==> src/rtl/channel_scan_pkg.sv <==
// Shared types and helpers for the channel scan sequencer that drives the
// 2-to-4 decoder select lines.
package channel_scan_pkg;

  localparam int NUM_CH = 4;
  localparam int SEL_W  = 2;

  typedef enum logic {
    IDLE = 1'b0,
    SCAN = 1'b1
  } scan_state_t;

  // Index of the lowest enabled channel; 0 when the mask is empty.
  function automatic logic [SEL_W-1:0] lowest_set(input logic [NUM_CH-1:0] mask);
    logic [SEL_W-1:0] idx;
    idx = '0;
    for (int i = NUM_CH - 1; i >= 0; i--) begin
      if (mask[i]) idx = SEL_W'(i);
    end
    return idx;
  endfunction

endpackage

==> src/rtl/channel_scan_ctrl_if.sv <==
// Control/status bundle between a scan requester and channel_scan_ctrl.
interface channel_scan_ctrl_if;
  import channel_scan_pkg::*;

  logic              start;
  logic              stop;
  logic              continuous;
  logic [NUM_CH-1:0] en_mask;
  logic [SEL_W-1:0]  sel;
  logic              sel_valid;
  logic              busy;
  logic              frame_done;

  modport master (
    output start, stop, continuous, en_mask,
    input  sel, sel_valid, busy, frame_done
  );

  modport slave (
    input  start, stop, continuous, en_mask,
    output sel, sel_valid, busy, frame_done
  );

endinterface

==> src/rtl/next_enabled_ch.sv <==
// Finds the next higher enabled channel above the current select; found=0
// means the current channel is the last one of the frame.
module next_enabled_ch
  import channel_scan_pkg::*;
(
  input  logic [NUM_CH-1:0] mask,
  input  logic [SEL_W-1:0]  cur,
  output logic [SEL_W-1:0]  next,
  output logic              found
);

  always_comb begin
    next  = cur;
    found = 1'b0;
    // Descending walk so the lowest qualifying index is the one that sticks.
    for (int i = NUM_CH - 1; i >= 0; i--) begin
      if (mask[i] && (i > int'(cur))) begin
        next  = SEL_W'(i);
        found = 1'b1;
      end
    end
  end

endmodule

==> src/rtl/channel_scan_ctrl.sv <==
// Steps the decoder select through the latched channel mask, holding each
// enabled channel for DWELL_CYCLES cycles, one-shot or continuous.
module channel_scan_ctrl
  import channel_scan_pkg::*;
#(
  parameter int DWELL_CYCLES = 4,
  parameter int CNT_W        = $clog2(DWELL_CYCLES + 1)
) (
  input logic                clk,
  input logic                rst,
  channel_scan_ctrl_if.slave bus
);

  scan_state_t       state, state_d;
  logic [CNT_W-1:0]  cnt, cnt_d;
  logic [NUM_CH-1:0] mask_q, mask_d;
  logic [SEL_W-1:0]  sel_q, sel_d;
  logic              frame_done_q, frame_done_d;

  logic [SEL_W-1:0]  next_ch;
  logic              next_found;
  logic              dwell_end;

  next_enabled_ch u_next (
    .mask  (mask_q),
    .cur   (sel_q),
    .next  (next_ch),
    .found (next_found)
  );

  assign dwell_end = (cnt == CNT_W'(DWELL_CYCLES - 1));

  // NOTE: every next-state variable gets a default first so no path leaves it unassigned (no latches).
  always_comb begin
    state_d      = state;
    cnt_d        = cnt;
    mask_d       = mask_q;
    sel_d        = sel_q;
    frame_done_d = 1'b0;

    case (state)
      IDLE: begin
        if (bus.start && !bus.stop && (bus.en_mask != '0)) begin
          state_d = SCAN;
          mask_d  = bus.en_mask;
          sel_d   = lowest_set(bus.en_mask);
          cnt_d   = '0;
        end
      end
      SCAN: begin
        if (bus.stop) begin
          state_d = IDLE;
          cnt_d   = '0;
        end else if (dwell_end) begin
          cnt_d = '0;
          if (next_found) begin
            sel_d = next_ch;
          end else begin
            frame_done_d = 1'b1;
            if (bus.continuous && (bus.en_mask != '0)) begin
              mask_d = bus.en_mask;
              sel_d  = lowest_set(bus.en_mask);
            end else begin
              state_d = IDLE;
            end
          end
        end else begin
          cnt_d = cnt + CNT_W'(1);
        end
      end
      default: state_d = IDLE;
    endcase
  end

  // NOTE: sequential state uses non-blocking assignments only; reset is asynchronous.
  always_ff @(posedge clk or posedge rst) begin
    if (rst) begin
      state        <= IDLE;
      cnt          <= '0;
      mask_q       <= '0;
      sel_q        <= '0;
      frame_done_q <= 1'b0;
    end else begin
      state        <= state_d;
      cnt          <= cnt_d;
      mask_q       <= mask_d;
      sel_q        <= sel_d;
      frame_done_q <= frame_done_d;
    end
  end

  assign bus.sel        = sel_q;
  assign bus.sel_valid  = (state == SCAN);
  assign bus.busy       = (state == SCAN);
  assign bus.frame_done = frame_done_q;

endmodule

==> src/flat_wrapper.sv <==
// flat-port wrapper written by rule: the top's interface ports become plain ports
module channel_scan_ctrl_flat import channel_scan_pkg::*;
#(
  parameter int DWELL_CYCLES = 4,
  parameter int CNT_W        = $clog2(DWELL_CYCLES + 1)
)
  (clk, rst, bus_start, bus_stop, bus_continuous, bus_en_mask, bus_sel, bus_sel_valid, bus_busy, bus_frame_done);
  channel_scan_ctrl_if bus_i ();
  input logic clk;
  input logic rst;
  input wire logic [$bits(bus_i.start)-1:0] bus_start;
  input wire logic [$bits(bus_i.stop)-1:0] bus_stop;
  input wire logic [$bits(bus_i.continuous)-1:0] bus_continuous;
  input wire logic [$bits(bus_i.en_mask)-1:0] bus_en_mask;
  output wire logic [$bits(bus_i.sel)-1:0] bus_sel;
  output wire logic [$bits(bus_i.sel_valid)-1:0] bus_sel_valid;
  output wire logic [$bits(bus_i.busy)-1:0] bus_busy;
  output wire logic [$bits(bus_i.frame_done)-1:0] bus_frame_done;
  assign bus_i.start = bus_start;
  assign bus_i.stop = bus_stop;
  assign bus_i.continuous = bus_continuous;
  assign bus_i.en_mask = bus_en_mask;
  assign bus_sel = bus_i.sel;
  assign bus_sel_valid = bus_i.sel_valid;
  assign bus_busy = bus_i.busy;
  assign bus_frame_done = bus_i.frame_done;
  channel_scan_ctrl #(.DWELL_CYCLES(DWELL_CYCLES), .CNT_W(CNT_W)) u_core (.clk(clk), .rst(rst), .bus(bus_i));
endmodule
==> config.mk <==
export PLATFORM = sky130hd
export DESIGN_NAME = channel_scan_ctrl_flat
export DESIGN_NICKNAME = d
export VERILOG_FILES = /design/src/rtl/channel_scan_pkg.sv /design/src/rtl/channel_scan_ctrl_if.sv /design/src/rtl/next_enabled_ch.sv /design/src/rtl/channel_scan_ctrl.sv /design/src/flat_wrapper.sv
export SDC_FILE = /design/constraint.sdc
export NUM_CORES = 1
export LEC_CHECK = 0
export ABC_AREA = 1
export BUFFER_PORTS_ARGS = -buffer_cell sky130_fd_sc_hd__buf_2
export CAP_MARGIN = 20
export CORE_AREA = 2 2 39 41
export DETAILED_ROUTE_END_ITERATION = 16
export DIE_AREA = 0 0 41 43
export PLACE_DENSITY = 0.67
export SYNTH_ARGS = -nofsm -noshare
export SYNTH_HDL_FRONTEND = slang
export SYNTH_SLANG_ARGS = --single-unit
export TNS_END_PERCENT = 50
==> constraint.sdc <==
create_clock -name clk -period 3.55 [get_ports clk]
set_clock_uncertainty 0.2 [all_clocks]
set_input_delay 0.71 -clock clk [delete_from_list [all_inputs] [get_ports clk]]
set_output_delay 0.71 -clock clk [all_outputs]
set_load 0.05 [all_outputs]
Word level (Yosys, flattened, before mapping)
Index checks and enable logic that the tools add are counted.
{"block": "word_totals", "inputBits": 9, "elab_cells": 64, "out_inout_bits": 5, "reg_bits": 11}
{"block": "op_classes", "n_reduce_logical": 10, "muxes": 36, "addsub": 1, "n_bitwise": 1, "order_cmp": 3, "n_eq_ne": 8}
{"cell": "$mux 2", "n": 12}
{"cell": "$mux 4", "n": 5}
{"cell": "$mux 1", "n": 12}
{"cell": "$reduce_and 5->1", "n": 2}
{"cell": "$mux 3", "n": 3}
{"cell": "$ne 2x2->1 const B", "n": 4}
{"cell": "$pmux 4 s2", "n": 1}
{"cell": "$logic_and 1x1->1", "n": 6}
{"cell": "$pmux 3 s2", "n": 1}
{"cell": "$ne 5x5->1 const B", "n": 1}
{"cell": "$gt 2x2->1 const A", "n": 2}
{"cell": "$pmux 2 s2", "n": 1}
{"cell": "$reduce_bool 4->1", "n": 1}
{"cell": "$add 3x1->3 const B", "n": 1}
{"cell": "$eq 3x2->1 const B", "n": 1}
{"cell": "$ne 3x3->1 const B", "n": 1}
{"cell": "$gt 1x2->1 const A", "n": 1}
{"cell": "$ne 2x1->1 const B", "n": 1}
{"cell": "$pmux 1 s2", "n": 1}
{"cell": "$logic_not 1->1", "n": 1}
{"cell": "$not 1->1", "n": 1}

Logic depth before layout (Yosys ltp)
Gate-level depths: netlist of the first run.
{"block": "logic_depth", "ltp_word": 9, "mapped_depth": 9}

By module
From an unflattened synthesis of the first run, not the netlist that was laid out.
{"block": "hier_totals", "hier_cells": 94, "area_unflattened_um2": 700.7}
{"mod": "channel_scan_ctrl", "instances": 1, "cells_each": 80, "area_each_um2": 640.6}
{"mod": "next_enabled_ch", "instances": 1, "cells_each": 14, "area_each_um2": 60.1}

Least setup slack after synthesis of the first run
OpenSTA, ideal clock, no wires.
{"block": "synth_timing", "path_type": "register to output", "startpoint": "reg u_core.state, in the netlist u_core.bus.busy", "endpoint": "out bus_sel_valid", "arrival_time_ns": 0.990, "path_stages_with_launch": 2, "path_buffers": 1, "setup_slack_ns": 1.650, "path_cell_list": "dfrtp_1 > buf_4"}
{"item": "start, declared", "line_no": "channel_scan_ctrl.sv:14", "text": "scan_state_t state, state_d;"}
{"item": "start signal, assigned", "line_no": "channel_scan_ctrl.sv:84", "text": "state <= state_d;"}
{"item": "end, declared", "line_no": "flat_wrapper.sv:16", "text": "output wire logic [$bits(bus_i.sel_valid)-1:0] bus_sel_valid;"}
No word-level cell between the ends.

Final worst setup path of the first run
{"block": "layout_timing", "startpoint": "reg u_core.state, in the netlist u_core.bus.busy", "endpoint": "out bus_busy"}
{"item": "end, declared", "line_no": "flat_wrapper.sv:17", "text": "output wire logic [$bits(bus_i.busy)-1:0] bus_busy;"}
No word-level cell between the ends.

==> results_dict.tcl, run 1 <==
set metrics [dict create \
    status "complete, no violations" \
    ys_ff_latch 10 \
    worstPathArrival_ns 1.03 \
    clk_pin_slew_ns 0.07 \
    initial_core_util_pct 41.7 \
    antennaDiodeCount 0 \
    first_global_vias 467 \
    wl_per_cell_um 9.96 \
    die_w_um 41 \
    final-seq-area_um2 250 \
    cp-start-kind "register" \
    worstMarginPinSlew_ns 0.378 \
    drv_cap 0 \
    synthToLayoutAreaGrowth_pct 19.7 \
    syn_nets 91 \
    ctsRootBufferMaster "clkbuf_4" \
    drc_errors 0 \
    worstPathMaxFanout 7 \
    dieArea_um2 1760 \
    ctsResizeCount 0 \
    portBuffers 13 \
    die_y_um 43 \
    cts_buffer_depth 2 \
    power.total_mw 0.582 \
    gp_congestion 0.801 \
    min_period_ns 1.94 \
    tritoncts "built" \
    fmax_ghz 0.515 \
    crit_family "flip-flops" \
    required_ns 2.64 \
    critPathBufInv 1 \
    firstDrtPassIters 4 \
    coreArea_um2 1380 \
    hold_path_class "primary input to async pin" \
    vias 542 \
    end_kind "output pin" \
    hold_viol 0 \
    grtUsageTotal_pct 16.3 \
    via_per_inst 4.80 \
    io_pins 14 \
    cts_buffers 3 \
    fin_crit_sh_pct 54.7 \
    dr.first_iter.drc_count 14 \
    worstSkewPairLatency_ns 0.27 \
    row_count 14 \
    antenna_found_initial 0 \
    syn_area_per_cell_um2 7.12 \
    worstPathCellList "buf_2" \
    dp_hpwl_um 913 \
    cts_setup_buffers 0 \
    fin_util_pct 49.9 \
    grt_max_degree 11 \
    grt_pass1_wl_um 1900 \
    worst-setup-path-type "register to output pin" \
    crit_slowest_cell "dfrtp_1" \
    yosysWarningCount 0 \
    ys_seq_area_share_pct 43.4 \
    final_nets 108 \
    setup_viol 0 \
    synth.top_cells.by_area "dfrtp_1 43%, nand2_1 22%, nor2_1 5.9%" \
    slew_headroom_pct 74.8 \
    route.antenna.remaining_nets 0 \
    syn_inst 81 \
    ir_drop_mv 0.280 \
    yosysUniqueCellTypes 17 \
    multi_input_area_um2 297 \
    htreeDepth 1 \
    slew_violations 0 \
    whs_ns 0.200 \
    drive_gt1_share_pct 21.6 \
    cellPowerDensity_nw_per_um2 843 \
    yosysTopAreaCell "dfrtp_1" \
    hold_buffers 0 \
    fillers 141 \
    p_leak_nw 0.386 \
    grt_overflow 0 \
    setup_tns_ns 0 \
    critPathMaxStageDelay_ns 0.46 \
    routed_wl_um 1130 \
    cts.sinks 10 \
    synth.cell_area_um2 577 \
    rsz0062_at_grt "no" \
    yosysTopAreaCellShare_pct 43.4 \
]
where the power goes:
group          total [mW]  switching (mW)  leakage, nW  internal, mW
logic               0.289           0.208        0.237        0.0806
registers           0.190          0.0352        0.128         0.155
clock network       0.103          0.0410       0.0210        0.0623
synth_stat cells:
master / number
o21ai_0: 2
nand2_1: 34
inv_2: 1
nand3_1: 5
ha_1: 1
nand3b_1: 1
a21oi_1: 3
nor2_4: 1
buf_4: 1
a21boi_0: 1
nand2_2: 1
nand3_2: 1
dfrtp_1: 10
inv_1: 5
nand4_1: 4
nor2_1: 9
nor3_1: 1
state kept, by name, indices dropped and copies added, names as in the netlist:
name,cells
u_core.bus.busy,1
u_core.bus.sel,2
u_core.mask_q,3
u_core.cnt,3
u_core.bus.frame_done,1
kinds of logic (layout without fill, tap and decap cells):
kind of cell,after synthesis,after routing,synth area share (%)
buffers and inverters,7,23,5.21
AO/OA/AOI/OAI,6,6,5.64
flip-flops,10,10,43.4
AND/OR/NAND/NOR,57,57,43.6
adder cells (fa/ha/maj),1,1,2.17
routing by layer:
metal	wire (um)	up-vias	track usage, %
li1	-	292	-
met1	566	237	23.2
met2	482	11	20.9
met3	67	2	4.71
met4	9	0	10.0
met5	0	-	0
metrics by stage:
step                std cells  instance area [um2]  setup slack (ns)
detailed placement        109                  654              1.67
global placement          109                  654              1.69
CTS                       113                  691              1.59
global route              113                  691              1.56
finish                    113                  691              1.61
floorplan                  81                  577              1.65
area by class of cell:
type / instances / area share (%)
Clock buffer: 4 / 5.25
Inverter: 6 / 3.26
Multi-Input combinational cell: 64 / 42.9
Sequential cell: 10 / 36.2
Tap cell: 16 / 2.90
Timing Repair Buffer: 13 / 9.42
path summary, 6_finish.rpt:
check                                               end  depth (start not counted)                          from  slack, ns
min reg2reg                u_core.mask_q[1]$_DFFE_PP0P_                          2  u_core.mask_q[1]$_DFFE_PP0P_       0.27
max reg2reg                u_core.mask_q[3]$_DFFE_PP0P_                          7     u_core.bus.busy$_DFF_PP0_       2.05
max                                            bus_busy                          1     u_core.bus.busy$_DFF_PP0_       1.61
min in group clk           u_core.mask_q[1]$_DFFE_PP0P_                          2  u_core.mask_q[1]$_DFFE_PP0P_       0.27
max in group asynchronous  u_core.mask_q[3]$_DFFE_PP0P_                          2                           rst       2.67
min                        u_core.mask_q[2]$_DFFE_PP0P_                          2                           rst       0.20
placed cells by master (no fill, tap or decap), drive strengths merged:
| master | netlist | final |
|---|---|---|
| a21boi | 1 | 1 |
| a21oi | 3 | 3 |
| buf | 1 | 13 |
| clkbuf | 0 | 4 |
| dfrtp | 10 | 10 |
| ha | 1 | 1 |
| inv | 6 | 6 |
| nand2 | 35 | 35 |
| nand3 | 6 | 6 |
| nand3b | 1 | 1 |
| nand4 | 4 | 4 |
| nor2 | 10 | 10 |
| nor3 | 1 | 1 |
| o21ai | 2 | 2 |
Power figures use the tool's default switching activity.
==> run 2: changes to the inputs <==
==> constraint.sdc (replaced) <==
create_clock -name clk -period 1.83 [get_ports clk]
set_clock_uncertainty 0.2 [all_clocks]
set_input_delay 0.366 -clock clk [delete_from_list [all_inputs] [get_ports clk]]
set_output_delay 0.366 -clock clk [all_outputs]
set_load 0.05 [all_outputs]
==> run 2 against run 1 <==
Compared with the run above: hold slack improved by 0.0045 ns; first-iteration DRC count stayed put; clock power up 94%; combinational power is 94% higher.
==> results_dict.tcl, run 2 (synthesized netlist as in run 1, its figures left out) <==
set metrics [dict create \
    cp-start-kind "register" \
    whs_ns 0.205 \
    antenna_found_initial 0 \
    ctsResizeCount 0 \
    routed_wl_um 1130 \
    worst-setup-path-type "register to output pin" \
    ir_drop_mv 0.549 \
    portBuffers 13 \
    slew_violations 0 \
    grtUsageTotal_pct 16.3 \
    synthToLayoutAreaGrowth_pct 21.5 \
    worstMarginPinSlew_ns 0.378 \
    fmax_ghz 0.626 \
    min_to "u_core.cnt[1]$_DFFE_PP0P_" \
    end_kind "output pin" \
    grt_overflow 0 \
    stdcell_count 114 \
    cts_buffers 3 \
    first_global_vias 467 \
    antennaDiodeCount 0 \
    switching_share_pct 48.8 \
    ctsRootBufferMaster "clkbuf_4" \
    reg2reg_slack_ns 0.33 \
    hold_depth 4 \
    drc_errors 0 \
    grt_pass1_wl_um 1900 \
    intPower_mw 0.579 \
    worstPathMaxFanout 7 \
    setup_tns_ns 0 \
    gp_congestion 0.801 \
    coreArea_um2 1380 \
    clockPowerShare_pct 17.7 \
    tritoncts "built" \
    slew_headroom_pct 74.8 \
    r2r_start "u_core.bus.busy$_DFF_PP0_" \
    rsz0062_at_grt "no" \
    worstSkewPairLatency_ns 0.27 \
    p_switching_mw 0.552 \
    final_common_cell "nand2_1" \
    hold_viol 0 \
    route.antenna.remaining_nets 0 \
    hold_path_class "primary input to register" \
    vias 546 \
    io_pins 14 \
    crit_slowest_cell "dfrtp_1" \
    initial_core_util_pct 41.7 \
    worstPathCellList "buf_2" \
    row_count 14 \
    setup_viol 0 \
    cts_buffer_depth 2 \
    min_period_ns 1.60 \
    layout_common_cells "34 x nand2_1, 13 x buf_2, 10 x dfrtp_1" \
    pwr-share-comb_pct 49.7 \
    via_per_inst 4.79 \
    placedCellCount 109 \
    power_frac_seq_pct 32.6 \
    drv_cap 0 \
    clk_pin_slew_ns 0.07 \
    fillers 140 \
    required_ns 1.26 \
    dp_hpwl_um 913 \
    cellPowerDensity_nw_per_um2 1610 \
    wl_per_cell_um 9.94 \
    crit_family "flip-flops" \
    dr.first_iter.drc_count 14 \
    critPathBufInv 1 \
    firstDrtPassIters 4 \
    timing.rr.end "u_core.mask_q[3]$_DFFE_PP0P_" \
    drive_gt1_share_pct 21.4 \
    die_y_um 43 \
    worstPathArrival_ns 1.03 \
    p_leak_nw 0.391 \
    hold_start "bus_stop" \
    grt_max_degree 11 \
    die_w_um 41 \
    critPathMaxStageDelay_ns 0.46 \
    fin_crit_sh_pct 87.3 \
    final_nets 109 \
    htreeDepth 1 \
    cts.sinks 10 \
    cts_setup_buffers 0 \
    status "complete, no violations" \
    dieArea_um2 1760 \
    reg2reg_depth 7 \
]
[run 2: cell types whose count changed in the layout (fill, tap and decap cells not counted)]
| cell | delta |
|---|---|
| dlygate4sd3_1 | +1 |
[run 2: area by class of cell]
cell class	count	area [um2]	area share, %
tap	16	20.0	2.86
sequential	10	250	35.7
multi-input combinational	64	297	42.3
clock buffer	4	36.3	5.18
inverter	6	22.5	3.21
timing repair buffer	14	75.1	10.7
[run 2: worst max-delay path by stage]
| stage | from | endpoint | cells after the start |
|---|---|---|---|
| global route | u_core.bus.busy$_DFF_PP0_ | bus_sel_valid | 1 |
| detailed placement | bus_en_mask[0] | u_core.bus.sel[0]$_DFFE_PP0P_ | 8 |
| floorplan | u_core.bus.busy$_DFF_PP0_ | u_core.bus.sel[1]$_DFFE_PP0P_ | 7 |
| finish | u_core.bus.busy$_DFF_PP0_ | bus_busy | 1 |
| global placement | bus_en_mask[0] | u_core.bus.sel[0]$_DFFE_PP0P_ | 8 |
| CTS | u_core.bus.busy$_DFF_PP0_ | bus_busy | 1 |
[run 2: what timing repair did]
action / CTS / global route
endpoints found under the setup margin: 0 / 0
hold buffers: 1 / 0
hold endpoints to repair: 10 / 0
[run 2: power groups by stage]
stage / Clock [mW] / Combinational [mW] / Sequential [mW]
final: 0.200 / 0.562 / 0.369
after global routing: 0.217 / 0.643 / 0.380
after CTS: 0.206 / 0.568 / 0.370
after detailed placement: 0 / 0.565 / 0.374
after global placement: 0 / 0.560 / 0.375
after floorplan: 0 / 0.354 / 0.477
[run 2: layer usage]
| layer | vias up | wire [um] | GRT usage, % |
|---|---|---|---|
| li1 | 294 | - | - |
| met1 | 239 | 568 | 23.2 |
| met2 | 11 | 486 | 20.9 |
| met3 | 2 | 67 | 4.71 |
| met4 | 0 | 9 | 10.0 |
| met5 | - | 0 | 0 |
[run 2: metrics by stage]
step	total power, mW	instance area (um2)	setup slack [ns]	utilization, %
2_1_floorplan	0.831	577	0.129	-
3_3_place_gp	0.935	654	0.314	47.3
3_5_place_dp	0.939	654	0.298	47.3
4_1_cts	1.14	701	0.212	50.6
5_1_grt	1.24	701	0.180	50.6
6_report	1.13	701	0.232	50.6
